==> config.mk <==
export PLATFORM = sky130hd
export DESIGN_NAME = reset_sequencer_flat
export DESIGN_NICKNAME = d
export VERILOG_FILES = /design/src/rtl/reset_sequencer_pkg.sv /design/src/rtl/reset_sequencer_if.sv /design/src/rtl/reset_sequencer_sync_2ff.sv /design/src/rtl/reset_sequencer.sv /design/src/flat_wrapper.sv
export SDC_FILE = /design/constraint.sdc
export NUM_CORES = 1
export LEC_CHECK = 0
export ABC_AREA = 0
export BUFFER_PORTS_ARGS = -buffer_cell sky130_fd_sc_hd__buf_4
export CAP_MARGIN = 30
export CORE_MARGIN = 2
export CORE_UTILIZATION = 40
export CTS_CLUSTER_SIZE = 16
export DETAILED_ROUTE_END_ITERATION = 7
export GPL_TIMING_DRIVEN = 0
export PLACE_DENSITY = 0.55
export SLEW_MARGIN = 40
export SYNTH_ARGS = -nofsm -noshare
export SYNTH_HDL_FRONTEND = slang
export SYNTH_SLANG_ARGS = --single-unit
==> constraint.sdc <==
create_clock -name i_clk -period 7.6 [get_ports i_clk]
set_input_delay 0.76 -clock i_clk [delete_from_list [all_inputs] [get_ports i_clk]]
set_output_delay 0.76 -clock i_clk [all_outputs]
set_load 0.02 [all_outputs]
==> src/rtl/reset_sequencer_pkg.sv <==
// Shared encodings and field widths for the staged reset sequencer.
package reset_sequencer_pkg;
    localparam int SEQ_W   = 3;
    localparam int STG_W   = 3;
    localparam int RETRY_W = 4;
    localparam int LOSS_W  = 8;

    typedef enum logic [SEQ_W-1:0] {
        ST_STARTUP = 3'd0,
        ST_ASSERT  = 3'd1,
        ST_WAIT    = 3'd2,
        ST_RUN     = 3'd3,
        ST_FAULT   = 3'd4
    } seq_state_e;
endpackage

==> src/rtl/reset_sequencer_if.sv <==
// Per-stage reset/start/done bundle between the sequencer and its resources.
interface reset_sequencer_if #(parameter int NSTAGE = 4);
    logic [NSTAGE-1:0] stg_done;
    logic [NSTAGE-1:0] stg_rst;
    logic [NSTAGE-1:0] stg_start;

    modport master (input stg_done, output stg_rst, output stg_start);
    modport slave  (output stg_done, input stg_rst, input stg_start);
endinterface

==> src/rtl/reset_sequencer_sync_2ff.sv <==
// Two-flop synchroniser for asynchronous done/lock inputs.
module reset_sequencer_sync_2ff #(
    parameter int W = 1
) (
    input  logic         i_clk,
    input  logic [W-1:0] i_d,
    output logic [W-1:0] o_q
);
    logic [W-1:0] r_s1, r_s2;

    always_ff @(posedge i_clk) begin
        r_s1 <= i_d;
        r_s2 <= r_s1;
    end

    assign o_q = r_s2;
endmodule

==> src/rtl/reset_sequencer.sv <==
// Ordered bring-up of NSTAGE resources with timeout/retry, fault hold and
// run-time loss-of-lock re-sequencing from the lowest failed stage.
module reset_sequencer
    import reset_sequencer_pkg::*;
#(
    parameter int               NSTAGE    = 4,
    parameter int               CNT_W     = 20,
    parameter logic [CNT_W-1:0] STRT_DLY  = 20'h7FFFF,
    parameter int               RST_HOLD  = 16,
    parameter int               STABLE    = 64,
    parameter logic [CNT_W-1:0] TMO       = 20'd100000,
    parameter int               MAX_RETRY = 3,
    parameter logic [NSTAGE-1:0] MON_MASK = {NSTAGE{1'b1}}
) (
    input  logic               i_clk,
    input  logic               i_rst,
    input  logic               i_restart,
    reset_sequencer_if.master  io_stg,
    output logic               o_sys_rst,
    output logic               o_run,
    output logic               o_fault,
    output logic [STG_W-1:0]   o_fault_stg,
    output logic [RETRY_W-1:0] o_retry_cnt,
    output logic [LOSS_W-1:0]  o_loss_cnt,
    output logic [SEQ_W-1:0]   o_seq_state
);
    seq_state_e         r_state, w_nstate;
    logic [CNT_W-1:0]   r_cnt, w_cnt, r_stab, w_stab;
    logic [STG_W-1:0]   r_k, w_k, r_fstg, w_fstg, w_lost_idx;
    logic [RETRY_W-1:0] r_retry, w_retry;
    logic [LOSS_W-1:0]  r_loss, w_loss;
    logic [NSTAGE-1:0]  w_done_s, r_stg_rst, w_stg_rst, r_stg_start, w_stg_start;
    logic               r_sys_rst, r_run, r_fault, w_done_k, w_lost;

    reset_sequencer_sync_2ff #(.W(NSTAGE)) u_sync_2ff (
        .i_clk (i_clk),
        .i_d   (io_stg.stg_done),
        .o_q   (w_done_s)
    );

    // Done of the current stage, and lowest monitored stage that lost lock.
    always_comb begin
        w_done_k   = 1'b0;
        w_lost     = 1'b0;
        w_lost_idx = '0;
        for (int i = 0; i < NSTAGE; i++)
            if (r_k == STG_W'(i)) w_done_k = w_done_s[i];
        for (int i = NSTAGE - 1; i >= 0; i--)
            if (MON_MASK[i] && !w_done_s[i]) begin
                w_lost     = 1'b1;
                w_lost_idx = STG_W'(i);
            end
    end

    always_comb begin
        w_nstate = r_state;
        w_cnt    = r_cnt + 1'b1;
        w_k      = r_k;
        w_stab   = r_stab;
        w_retry  = r_retry;
        w_loss   = r_loss;
        w_fstg   = r_fstg;
        case (r_state)
            ST_STARTUP: begin
                if (r_cnt == STRT_DLY - 1'b1) begin
                    w_nstate = ST_ASSERT;
                    w_cnt    = '0;
                    w_k      = '0;
                end
            end
            ST_ASSERT: begin
                if (r_cnt == CNT_W'(RST_HOLD - 1)) begin
                    w_nstate = ST_WAIT;
                    w_cnt    = '0;
                    w_stab   = '0;
                end
            end
            ST_WAIT: begin
                w_stab = w_done_k ? r_stab + 1'b1 : '0;
                // Acceptance is tested first so it wins over a coincident timeout.
                if (w_stab == CNT_W'(STABLE)) begin
                    w_cnt = '0;
                    if (r_k == STG_W'(NSTAGE - 1)) begin
                        w_nstate = ST_RUN;
                    end else begin
                        w_nstate = ST_ASSERT;
                        w_k      = r_k + 1'b1;
                        w_retry  = '0;
                    end
                end else if (r_cnt == TMO - 1'b1) begin
                    w_cnt = '0;
                    if (r_retry < RETRY_W'(MAX_RETRY)) begin
                        w_nstate = ST_ASSERT;
                        w_retry  = r_retry + 1'b1;
                    end else begin
                        w_nstate = ST_FAULT;
                        w_fstg   = r_k;
                    end
                end
            end
            ST_RUN: begin
                w_cnt = '0;
                if (w_lost) begin
                    w_nstate = ST_ASSERT;
                    w_k      = w_lost_idx;
                    w_fstg   = w_lost_idx;
                    w_retry  = '0;
                    if (r_loss != '1) w_loss = r_loss + 1'b1;
                end
            end
            ST_FAULT: w_cnt = '0;
            default: begin
                w_nstate = ST_STARTUP;
                w_cnt    = '0;
            end
        endcase
        if (i_restart) begin
            w_nstate = ST_ASSERT;
            w_cnt    = '0;
            w_k      = '0;
            w_stab   = '0;
            w_retry  = '0;
            w_loss   = r_loss;
            w_fstg   = r_fstg;
        end
    end

    // Outputs are decoded from next-state values and registered with the state.
    always_comb begin
        w_stg_rst   = '0;
        w_stg_start = '0;
        for (int i = 0; i < NSTAGE; i++) begin
            case (w_nstate)
                ST_RUN:   w_stg_rst[i] = 1'b0;
                ST_WAIT:  w_stg_rst[i] = (i > int'(w_k));
                ST_FAULT: w_stg_rst[i] = (i >= int'(w_fstg));
                default:  w_stg_rst[i] = (i >= int'(w_k));
            endcase
            w_stg_start[i] = (r_state == ST_ASSERT) && (w_nstate == ST_WAIT) && (i == int'(r_k));
        end
    end

    always_ff @(posedge i_clk) begin
        if (i_rst) begin
            r_state     <= ST_STARTUP;
            r_cnt       <= '0;
            r_stab      <= '0;
            r_k         <= '0;
            r_fstg      <= '0;
            r_retry     <= '0;
            r_loss      <= '0;
            r_stg_rst   <= '1;
            r_stg_start <= '0;
            r_sys_rst   <= 1'b1;
            r_run       <= 1'b0;
            r_fault     <= 1'b0;
        end else begin
            r_state     <= w_nstate;
            r_cnt       <= w_cnt;
            r_stab      <= w_stab;
            r_k         <= w_k;
            r_fstg      <= w_fstg;
            r_retry     <= w_retry;
            r_loss      <= w_loss;
            r_stg_rst   <= w_stg_rst;
            r_stg_start <= w_stg_start;
            r_sys_rst   <= (w_nstate != ST_RUN);
            r_run       <= (w_nstate == ST_RUN);
            r_fault     <= (w_nstate == ST_FAULT);
        end
    end

    assign io_stg.stg_rst   = r_stg_rst;
    assign io_stg.stg_start = r_stg_start;
    assign o_sys_rst        = r_sys_rst;
    assign o_run            = r_run;
    assign o_fault          = r_fault;
    assign o_fault_stg      = r_fstg;
    assign o_retry_cnt      = r_retry;
    assign o_loss_cnt       = r_loss;
    assign o_seq_state      = r_state;
endmodule

==> src/flat_wrapper.sv <==
// flat-port wrapper written by rule: the top's interface ports become plain ports
module reset_sequencer_flat import reset_sequencer_pkg::*;
#(
    parameter int               NSTAGE    = 4,
    parameter int               CNT_W     = 20,
    parameter logic [CNT_W-1:0] STRT_DLY  = 20'h7FFFF,
    parameter int               RST_HOLD  = 16,
    parameter int               STABLE    = 64,
    parameter logic [CNT_W-1:0] TMO       = 20'd100000,
    parameter int               MAX_RETRY = 3,
    parameter logic [NSTAGE-1:0] MON_MASK = {NSTAGE{1'b1}}
)
  (i_clk, i_rst, i_restart, o_sys_rst, o_run, o_fault, o_fault_stg, o_retry_cnt, o_loss_cnt, o_seq_state, io_stg_stg_done, io_stg_stg_rst, io_stg_stg_start);
  reset_sequencer_if #(.NSTAGE(NSTAGE)) io_stg_i ();
  input  logic i_clk;
  input  logic i_rst;
  input  logic i_restart;
  output logic o_sys_rst;
  output logic o_run;
  output logic o_fault;
  output logic [STG_W-1:0] o_fault_stg;
  output logic [RETRY_W-1:0] o_retry_cnt;
  output logic [LOSS_W-1:0] o_loss_cnt;
  output logic [SEQ_W-1:0] o_seq_state;
  input wire logic [$bits(io_stg_i.stg_done)-1:0] io_stg_stg_done;
  output wire logic [$bits(io_stg_i.stg_rst)-1:0] io_stg_stg_rst;
  output wire logic [$bits(io_stg_i.stg_start)-1:0] io_stg_stg_start;
  assign io_stg_i.stg_done = io_stg_stg_done;
  assign io_stg_stg_rst = io_stg_i.stg_rst;
  assign io_stg_stg_start = io_stg_i.stg_start;
  reset_sequencer #(.NSTAGE(NSTAGE), .CNT_W(CNT_W), .STRT_DLY(STRT_DLY), .RST_HOLD(RST_HOLD), .STABLE(STABLE), .TMO(TMO), .MAX_RETRY(MAX_RETRY), .MON_MASK(MON_MASK)) u_core (.i_clk(i_clk), .i_rst(i_rst), .i_restart(i_restart), .io_stg(io_stg_i), .o_sys_rst(o_sys_rst), .o_run(o_run), .o_fault(o_fault), .o_fault_stg(o_fault_stg), .o_retry_cnt(o_retry_cnt), .o_loss_cnt(o_loss_cnt), .o_seq_state(o_seq_state));
endmodule
==> metrics, run 1 <==
CTS tree yes; Int Power 0.683 mW; IO Count 36; Die Area 0.0115 mm²; fraction of layout cells with a size suffix above 1 around 14%; Comb pwr share 2.6%; flip-flop and latch area 0.00160 mm²; critical setup path kind flip-flop to flip-flop; antenna violations before repair 0; Min-Delay Path Class flip-flop to flip-flop; Num CTS Buffers 9; H-tree levels 3; Post-Synthesis Cell Area 0.00428 mm²; filler instances roughly 1100; clk buf depth 2; fin crit period 3.48 ns; peak supply drop 0.105 mV; cts repair resizes 0; top-count cell post-synth nor2_1; post-synthesis cell count 541; Slew headroom around 47%; largest net degree at the start of global routing 15; Clock Pin Slew Worst Setup and Hold Paths 0.09 ns; reg-to-reg endpoint u_core.io_stg.stg_rst[3]; die height 107 µm; Critical Path RT 7.83 ns; Clk Latency, worst-skew pair 0.35 ns; final period utilization a little under half; Pwr per Cell Area 173 mW/mm²; FF-to-FF setup slack just over 4 ns; CTS Hold Buffers Added 0; worst r2r src u_core.r_stab[0]; P_leak 1.79 nW; NetSw 0.180 mW; Synth top area share 37.4%; Yosys warnings 0; mean area per synthesized cell 7.90 µm²; Synth Register Bits 80; Initial Util 41.2%; Synth cell types 64; Setup Viol. Count Final 0; Slew Limit Fails 0; synth cell count leaders nor2_1 (90), dfxtp_1 (80), nand2_1 (61); hold path endpoint u_core.u_sync_2ff.o_q[3]; largest cells by area after synthesis dfxtp_1 (37%), nor2_1 (7.9%), nand2_1 (5.4%); worst slew pin tran 0.781 ns; hold path start u_core.u_sync_2ff.r_s1[3]; GPL Wtd Cong 0.931; fin nets 602; hold depth 0; vias in the first global route about 3800; final instance area 0.00498 mm²; maxcap violations 0; Rows 37; GRT Overall Usage ~20%; RSZ-0062 raised after global routing no; Critical Path Start Type flip-flop; Clock Tree Root clkbuf_8; Critical Path Sink Type flip-flop; Yosys top cell by area dfxtp_1; detailed-route via count 3888; n_diodes 0; final clock skew 0.00854 ns; dpl ws 4.17 ns; Data arrival, critical path 3.71 ns; average wire per standard cell 14.7 µm; setup ws final 4.12 ns; Post-Layout Cell Count 727; number of routed nets with antenna violations 0; DP Area 0.00471 mm²; first-pass GRT wire length 18.5 mm; CORE AREA between 0.01 and 0.015 mm²; count of input and output buffers 34; drt initial violations 231; Max Freq roughly 290 MHz; status finished, final reports clean; DR vias/cell 5.35; DIE WIDTH 107 µm; Worst R2R Path Depth 11; Sw Share 20.9%; ys flop type dfxtp_1; Max FO, Critical Path 6; Seq/Total Area, Yosys 37.4%; Layout area overhead 16.5%; EDFF count, synth 0; sequential share of power 49.1%; clk sinks 80; dpl hpwl approximately 8 mm; Cells after DPL 711; GR Overflow Total 0; hold slack about 0.33 ns; area of the multi-input gates 0.00252 mm²; Final Hold Fails 0; total wire length between 10 and 15 mm; clock power share 48.3%; setup TNS 0 ns; Post-Syn Nets 557; post-CTS setup buffer count 0; Pre-Repair DR Iteration Count 4; DRC Markers 0; share of synthesized flip-flops with an asynchronous set or reset 0%
-- worst max-delay path, stage by stage (launching register included) --
cell,delay [ns]
dfxtp_1,0.42
ha_1,0.33
nand4_2,0.25
or4_4,0.58
a211oi_2,0.20
o21ba_2,0.17
o2111ai_2,0.20
nor3_2,0.41
mux2i_1,0.34
o21bai_2,0.10
a21oi_1,0.23
o2111ai_1,0.13
-- routing by layer --
metal	wire length, µm	GRT usage [%]	vias to the layer above	part of all wire [%]
met5	0	0	-	0
li1	-	-	1997	-
met4	157	6.04	0	1.5
met2	4810	32.5	98	45
met3	539	3.87	13	5.0
met1	5200	27.2	1780	49
-- sequential cells by signal (all words and copies together), names as in the netlist --
name,count
u_core.r_cnt,20
u_core.r_stab,20
u_core.o_loss_cnt,8
u_core.io_stg.stg_rst,4
u_core.io_stg.stg_start,4
u_core.o_retry_cnt,4
u_core.u_sync_2ff.o_q,4
u_core.u_sync_2ff.r_s1,4
u_core.o_fault_stg,3
u_core.o_seq_state,3
u_core.r_k,3
u_core.o_fault,1
u_core.o_run,1
u_core.o_sys_rst,1
-- cells in the final DEF (no fill, tap or decap), drive strengths merged, types with 5 or more instances in the layout --
| cell | Yosys | layout |
|---|---|---|
| xnor2 | 18 | 18 |
| nand2 | 61 | 61 |
| nor2 | 90 | 90 |
| a211oi | 5 | 5 |
| a21oi | 24 | 24 |
| inv | 13 | 14 |
| a31oi | 7 | 7 |
| o21ai | 28 | 28 |
| or2 | 5 | 5 |
| and3 | 9 | 9 |
| nand3 | 23 | 23 |
| mux2i | 9 | 9 |
| nand4 | 12 | 12 |
| buf | 9 | 43 |
| and4 | 5 | 5 |
| nor4 | 14 | 14 |
| ha | 9 | 9 |
| xor2 | 15 | 15 |
| and2 | 9 | 9 |
| nor3 | 23 | 23 |
| clkbuf | 19 | 29 |
| dfxtp | 80 | 80 |
-- metrics by stage --
| step | total power, mW | utilization (%) |
|---|---|---|
| floorplan | 0.447 | - |
| global placement | 0.456 | 45.3 |
| detailed placement | 0.457 | 45.5 |
| finish | 0.864 | 48.0 |
| CTS | 0.875 | 48.0 |
| global route | 0.897 | 48.0 |
-- worst max path at each step --
stage | startpoint | to | slack [ns] | cells after the start
floorplan | u_core.r_stab[0] | u_core.io_stg.stg_rst[1] | 4.60 | 11
global placement | u_core.r_stab[0] | u_core.io_stg.stg_rst[3] | 4.17 | 11
detailed placement | u_core.r_stab[0] | u_core.io_stg.stg_rst[3] | 4.17 | 11
CTS | u_core.r_stab[0] | u_core.io_stg.stg_rst[3] | 4.13 | 11
global route | u_core.r_stab[0] | u_core.io_stg.stg_rst[3] | 3.80 | 11
finish | u_core.r_stab[0] | u_core.io_stg.stg_rst[3] | 4.12 | 11
-- power groups by stage --
stage | Clock, mW | Combinational [mW] | Sequential, mW
floorplan | 0 | 0.0133 | 0.434
global placement | 0 | 0.0221 | 0.434
detailed placement | 0 | 0.0225 | 0.434
CTS | 0.428 | 0.0227 | 0.424
global route | 0.447 | 0.0253 | 0.425
finish | 0.417 | 0.0225 | 0.424
-- cells by family (layout without fill, tap and decap cells) --
logic type,Yosys count,count (layout),synth area share [%]
adders and majority gates,9,9,2.63
buffers and inverters,41,91,3.83
muxes,9,9,2.11
xor gates and xnor gates,33,33,6.76
DFF,80,80,37.4
and+or+nand+nor,274,274,32.4
AOI/OAI and AO/OA,95,95,14.8
-- layout make-up --
class	instances	share of cell area, %
Tap cell	136	3.42
Clock buffer	10	2.56
Buffer	28	2.31
Sequential cell	80	32.1
Timing Repair Buffer	34	5.12
Inverter	13	0.979
Clock inverter	6	2.81
Multi-Input combinational cell	420	50.7
Note: power is estimated with default switching activity, not from simulation.
==> inputs of run 2 (changes only) <==
--- a/config.mk
+++ b/config.mk
@@ -13,7 +13,7 @@
 export CTS_CLUSTER_SIZE = 16
 export DETAILED_ROUTE_END_ITERATION = 7
 export GPL_TIMING_DRIVEN = 0
-export PLACE_DENSITY = 0.55
+export PLACE_DENSITY = 0.57
 export SLEW_MARGIN = 40
 export SYNTH_ARGS = -nofsm -noshare
 export SYNTH_HDL_FRONTEND = slang
==> constraint.sdc (replaced) <==
create_clock -name i_clk -period 3.05 [get_ports i_clk]
set_input_delay 0.305 -clock i_clk [delete_from_list [all_inputs] [get_ports i_clk]]
set_output_delay 0.305 -clock i_clk [all_outputs]
set_load 0.02 [all_outputs]
==> metrics, run 2 (synthesis results as in run 1) <==
number of routed nets with antenna violations 0; average wire per standard cell 15.1 µm; H-tree levels 3; GPL Wtd Cong 0.944; hold slack around 0.033 ns; CTS tree yes; Max FO, Critical Path 5; Die Area 0.0115 mm²; critical setup path kind flip-flop to flip-flop; commonest non-fill, non-tap cell in the layout nor2_1; worst slew pin tran roughly 0.61 ns; Min-Delay Path Class input port to flip-flop; final period utilization 98.8%; Slew headroom 58.9%; hold depth 1; Num CTS Buffers 9; DR vias/cell ~5.5; Slowest Stage Delay on Critical Path 0.57 ns; Critical Path Start Type flip-flop; final core utilization 51.2%; status finished, final reports clean; Pwr per Cell Area 354 mW/mm²; commonest non-fill, non-tap cells in the layout nor2_1 (87), dfxtp_1 (72), nand2_1 (60), buf_4 (58), o21ai_0 (24); P_leak between 1.5 and 2 nW; Data arrival, critical path roughly 3.3 ns; first-pass GRT wire length 18.2 mm; drt initial violations 216; Worst R2R Path Depth 12; CP cell instances ha_4 > nand4_4 > or4_4 > a211oi_2 > o21ba_2 > o2111ai_4 > buf_6 > o31ai_4 > mux2i_1 > nor2_1 > o211ai_1 > o2111ai_2; Critical Path RT 3.29 ns; Max Freq 332 MHz; final clock skew roughly 0.012 ns; IO Count 36; DRC Markers 0; Pre-Repair DR Iteration Count 5; GR Overflow Total 0; Rows 37; Critical Path Sink Type flip-flop; die height 107 µm; Final Hold Fails 0; fraction of layout cells with a size suffix above 1 23.3%; setup TNS 0 ns; n_diodes 0; fin crit period 3.01 ns; count of input and output buffers 34; Slew Limit Fails 0; area of the multi-input gates 0.00274 mm²; Clock Pin Slew Worst Setup and Hold Paths 0.09 ns; vias in the first global route 3800; DIE WIDTH 107 µm; clk buf depth 2; RSZ-0062 raised after global routing yes; GRT Overall Usage 19.6%; DP Area between 0.004 and 0.005 mm²; final instance area 0.00531 mm²; largest net degree at the start of global routing 16; dpl hpwl around 7.9 mm; total wire length 11.2 mm; Setup Viol. Count Final 0; flip-flop and latch area 0.00162 mm²; clk sinks 80; Top delay family on crit path compound AO/OA/AOI/OAI gates; peak supply drop 0.241 mV; Worst path slowest cell or4_4; CORE AREA slightly above 0.01 mm²; fin nets 620; filler instances 1003; Clk Latency, worst-skew pair approximately 0.37 ns; maxcap violations 0; Initial Util 41.2%; cell count along the critical path 12; Clock Tree Root clkbuf_8; Layout area overhead 24.2%; antenna violations before repair 0; worst path bufs/invs 1; detailed-route via count 4090
[run 2: final timing paths]
check | to | slack, ns | startpoint
setup reg to reg | u_core.io_stg.stg_rst[2] | 0.04 | u_core.r_stab[1]
hold / removal | u_core.u_sync_2ff.r_s1[3] | 0.03 | io_stg_stg_done[3]
setup / recovery | u_core.io_stg.stg_rst[2] | 0.04 | u_core.r_stab[1]
hold reg to reg | u_core.u_sync_2ff.o_q[2] | 0.33 | u_core.u_sync_2ff.r_s1[2]
[run 2: what timing repair did]
action,CTS,global route
gates cloned,0,2
setup buffers,8,12
setup endpoints to repair,43,40
hold buffers,0,0
gates resized for setup,31,37
pin swaps,8,18
endpoints found under the hold margin,0,0
[run 2: cell type report]
class                           count  area share [%]
Multi-Input combinational cell    420            51.5
Sequential cell                    80            30.4
Timing Repair Buffer               56            7.94
Tap cell                          136            3.20
Clock buffer                       10            2.59
Buffer                             24            2.40
Clock inverter                      6           0.966
Inverter                           13           0.919
[run 2: per-layer routing]
| metal | wire, µm | vias up | GRT usage [%] | share of wire (%) |
|---|---|---|---|---|
| met5 | 0 | - | 0 | 0 |
| met3 | 606 | 18 | 4.42 | 5.4 |
| met1 | 5240 | 1932 | 25.8 | 47 |
| met2 | 5170 | 105 | 31.6 | 46 |
| li1 | - | 2035 | - | - |
| met4 | 199 | 0 | 6.96 | 1.8 |
[run 2: through the flow]
stage	cells	setup WS (ns)	power [mW]
after floorplan	541	0.0539	1.11
after global placement	711	-0.378	1.14
after detailed placement	711	-0.404	1.14
after CTS	732	-0.00292	1.89
after global routing	745	-0.140	1.95
final	745	0.0377	1.88
[run 2: report_power, final]
part           internal [mW]  leakage, nW  switching, mW
combinational         0.0207         1.19         0.0415
clock                  0.328       0.0935          0.432
sequential              1.05        0.653        0.00614
==> inputs of run 3 (changes only) <==
--- a/config.mk
+++ b/config.mk
@@ -10,9 +10,9 @@
 export CAP_MARGIN = 30
 export CORE_MARGIN = 2
 export CORE_UTILIZATION = 40
-export CTS_CLUSTER_SIZE = 16
 export DETAILED_ROUTE_END_ITERATION = 7
 export GPL_TIMING_DRIVEN = 0
+export HOLD_SLACK_MARGIN = 0.15
 export PLACE_DENSITY = 0.57
 export SLEW_MARGIN = 40
 export SYNTH_ARGS = -nofsm -noshare
==> metrics, run 3 (synthesis results as in run 1) <==
status finished, final reports clean; Clk Latency, worst-skew pair roughly 0.37 ns; hold slack 0.329 ns; count of input and output buffers 34; Num CTS Buffers 9; Initial Util 41.2%; Max FO, Critical Path 5; clk buf depth 2; Slowest Stage Delay on Critical Path around 0.57 ns; dpl hpwl 7.94 mm; Pwr per Cell Area 352 mW/mm²; total wire length 11.3 mm; clk sinks 80; reg-to-reg endpoint u_core.io_stg.stg_rst[2]; DIE WIDTH 107 µm; commonest non-fill, non-tap cells in the layout nor2_1 (87), dfxtp_1 (72), nand2_1 (60), buf_4 (58), o21ai_0 (24); Layout area overhead 25.1%; CP cell instances ha_4 > nand4_4 > or4_4 > a211oi_2 > o21ba_2 > o2111ai_4 > buf_6 > o31ai_4 > mux2i_1 > nor2_1 > o211ai_1 > o2111ai_2; Slew headroom 58.8%; fin nets approximately 620; DRC Markers 0; dpl ws -0.404 ns; Post-Layout Cell Count 749; IO Count 36; largest net degree at the start of global routing 16; Worst Setup EP u_core.io_stg.stg_rst[2]; antenna violations before repair 0; first-pass GRT wire length 18.3 mm; n_diodes 0; maxcap violations 0; GRT Overall Usage 19.7%; Cells after DPL 711; total power 1.88 mW; crit path from u_core.r_stab[1]; Critical Path Sink Type flip-flop; average wire per standard cell 15.1 µm; critical setup path kind flip-flop to flip-flop; final clock skew roughly 0.013 ns; vias in the first global route 3817; Clock Pin Slew Worst Setup and Hold Paths 0.09 ns; Setup Viol. Count Final 0; final core utilization 51.6%; fin crit period 3.01 ns; CTS tree yes; worst r2r src u_core.r_stab[1]; commonest non-fill, non-tap cell in the layout nor2_1; Critical Path RT 3.29 ns; GPL Wtd Cong 0.944; number of routed nets with antenna violations 0; Worst R2R Path Depth 12; Top delay family on crit path compound AO/OA/AOI/OAI gates; detailed-route via count roughly 4100; Die Area 0.0115 mm²; Clock Tree Root clkbuf_8; die height between 100 and 150 µm; Critical Path Start Type flip-flop; P_leak approximately 2.0 nW; Final Hold Fails 0; peak supply drop 0.241 mV; Pre-Repair DR Iteration Count 5; drt initial violations 250; RSZ-0062 raised after global routing yes; final period utilization approximately 99%; fraction of layout cells with a size suffix above 1 23.2%; Rows 37; cell count along the critical path 12; setup ws final about 0.043 ns; GR Overflow Total 0; FF-to-FF setup slack 0.04 ns; Data arrival, critical path 3.25 ns; Min-Delay Path Class flip-flop to flip-flop; Max Freq 333 MHz; Slew Limit Fails 0; Worst path slowest cell or4_4; worst slew pin tran 0.615 ns; CORE AREA 0.0104 mm²; worst path bufs/invs 1; H-tree levels 3; DR vias/cell ~5.5
==> run 3: cell count changes in the layout (fill, tap and decap cells not counted) <==
cell           before  now
dlygate4sd3_1       0    4
==> run 3: per-stage QoR <==
stage,setup TNS (ns),instance area [µm²]
6_report,0,5350
5_1_grt,-2.72,5350
4_1_cts,-0.00310,5120
3_5_place_dp,-8.58,4710
3_3_place_gp,-8.34,4700
2_1_floorplan,0,4280
==> run 3: report_power, final <==
| part | internal [mW] | leakage (nW) | total, mW | switching (mW) |
|---|---|---|---|---|
| registers | 1.05 | 0.653 | 1.06 | 0.00610 |
| clock network | 0.328 | 0.0935 | 0.759 | 0.431 |
| logic | 0.0240 | 1.21 | 0.0665 | 0.0426 |
| total | 1.40 | 1.96 | 1.88 | 0.480 |
==> run 3: routing by layer <==
layer	global-route usage [%]	up-vias	routed length, µm
met5	0	-	0
li1	-	2045	-
met3	4.42	22	686
met1	25.8	1930	5180
met2	31.9	120	5200
met4	6.96	0	212
==> run 3: worst register-to-register path: cells and delay by family, from the launching register on <==
family,cells,cell delay (ns)
AO/OA/AOI/OAI,6,1.15
adder cells (fa/ha/maj),1,0.16
buffers and inverters,1,0.16
flip-flops,1,0.39
multiplexers,1,0.22
AND/OR/NAND/NOR,3,0.80
==> run 3: timing repair <==
item	CTS	global route
resized for setup	31	37
cloned	0	2
hold endpoints to repair	4	0
setup buffers	8	12
endpoints found under the setup margin	43	40
hold buffers	4	0
pin swaps	8	18
==> run 3: worst min path at each step <==
stage                                    from                  endpoint  slack (ns)  depth (start not counted)
finish              u_core.u_sync_2ff.r_s1[2]  u_core.u_sync_2ff.o_q[2]        0.33                          0
global route        u_core.u_sync_2ff.r_s1[2]  u_core.u_sync_2ff.o_q[2]        0.34                          0
CTS                 u_core.u_sync_2ff.r_s1[2]  u_core.u_sync_2ff.o_q[2]        0.33                          0
detailed placement  u_core.u_sync_2ff.r_s1[1]  u_core.u_sync_2ff.o_q[1]        0.31                          0
global placement    u_core.u_sync_2ff.r_s1[3]  u_core.u_sync_2ff.o_q[3]        0.31                          0
floorplan           u_core.u_sync_2ff.r_s1[0]  u_core.u_sync_2ff.o_q[0]        0.31                          0
==> run 3: final cells by class <==
type / count / area, µm²
Sequential cell: 80 / 1620
Timing Repair Buffer: 60 / 462
Tap cell: 136 / 170
Multi-Input combinational cell: 420 / 2740
Clock buffer: 10 / 138
Buffer: 24 / 128
Inverter: 13 / 48.8
Fill cell: 998 / 5020
Clock inverter: 6 / 51.3
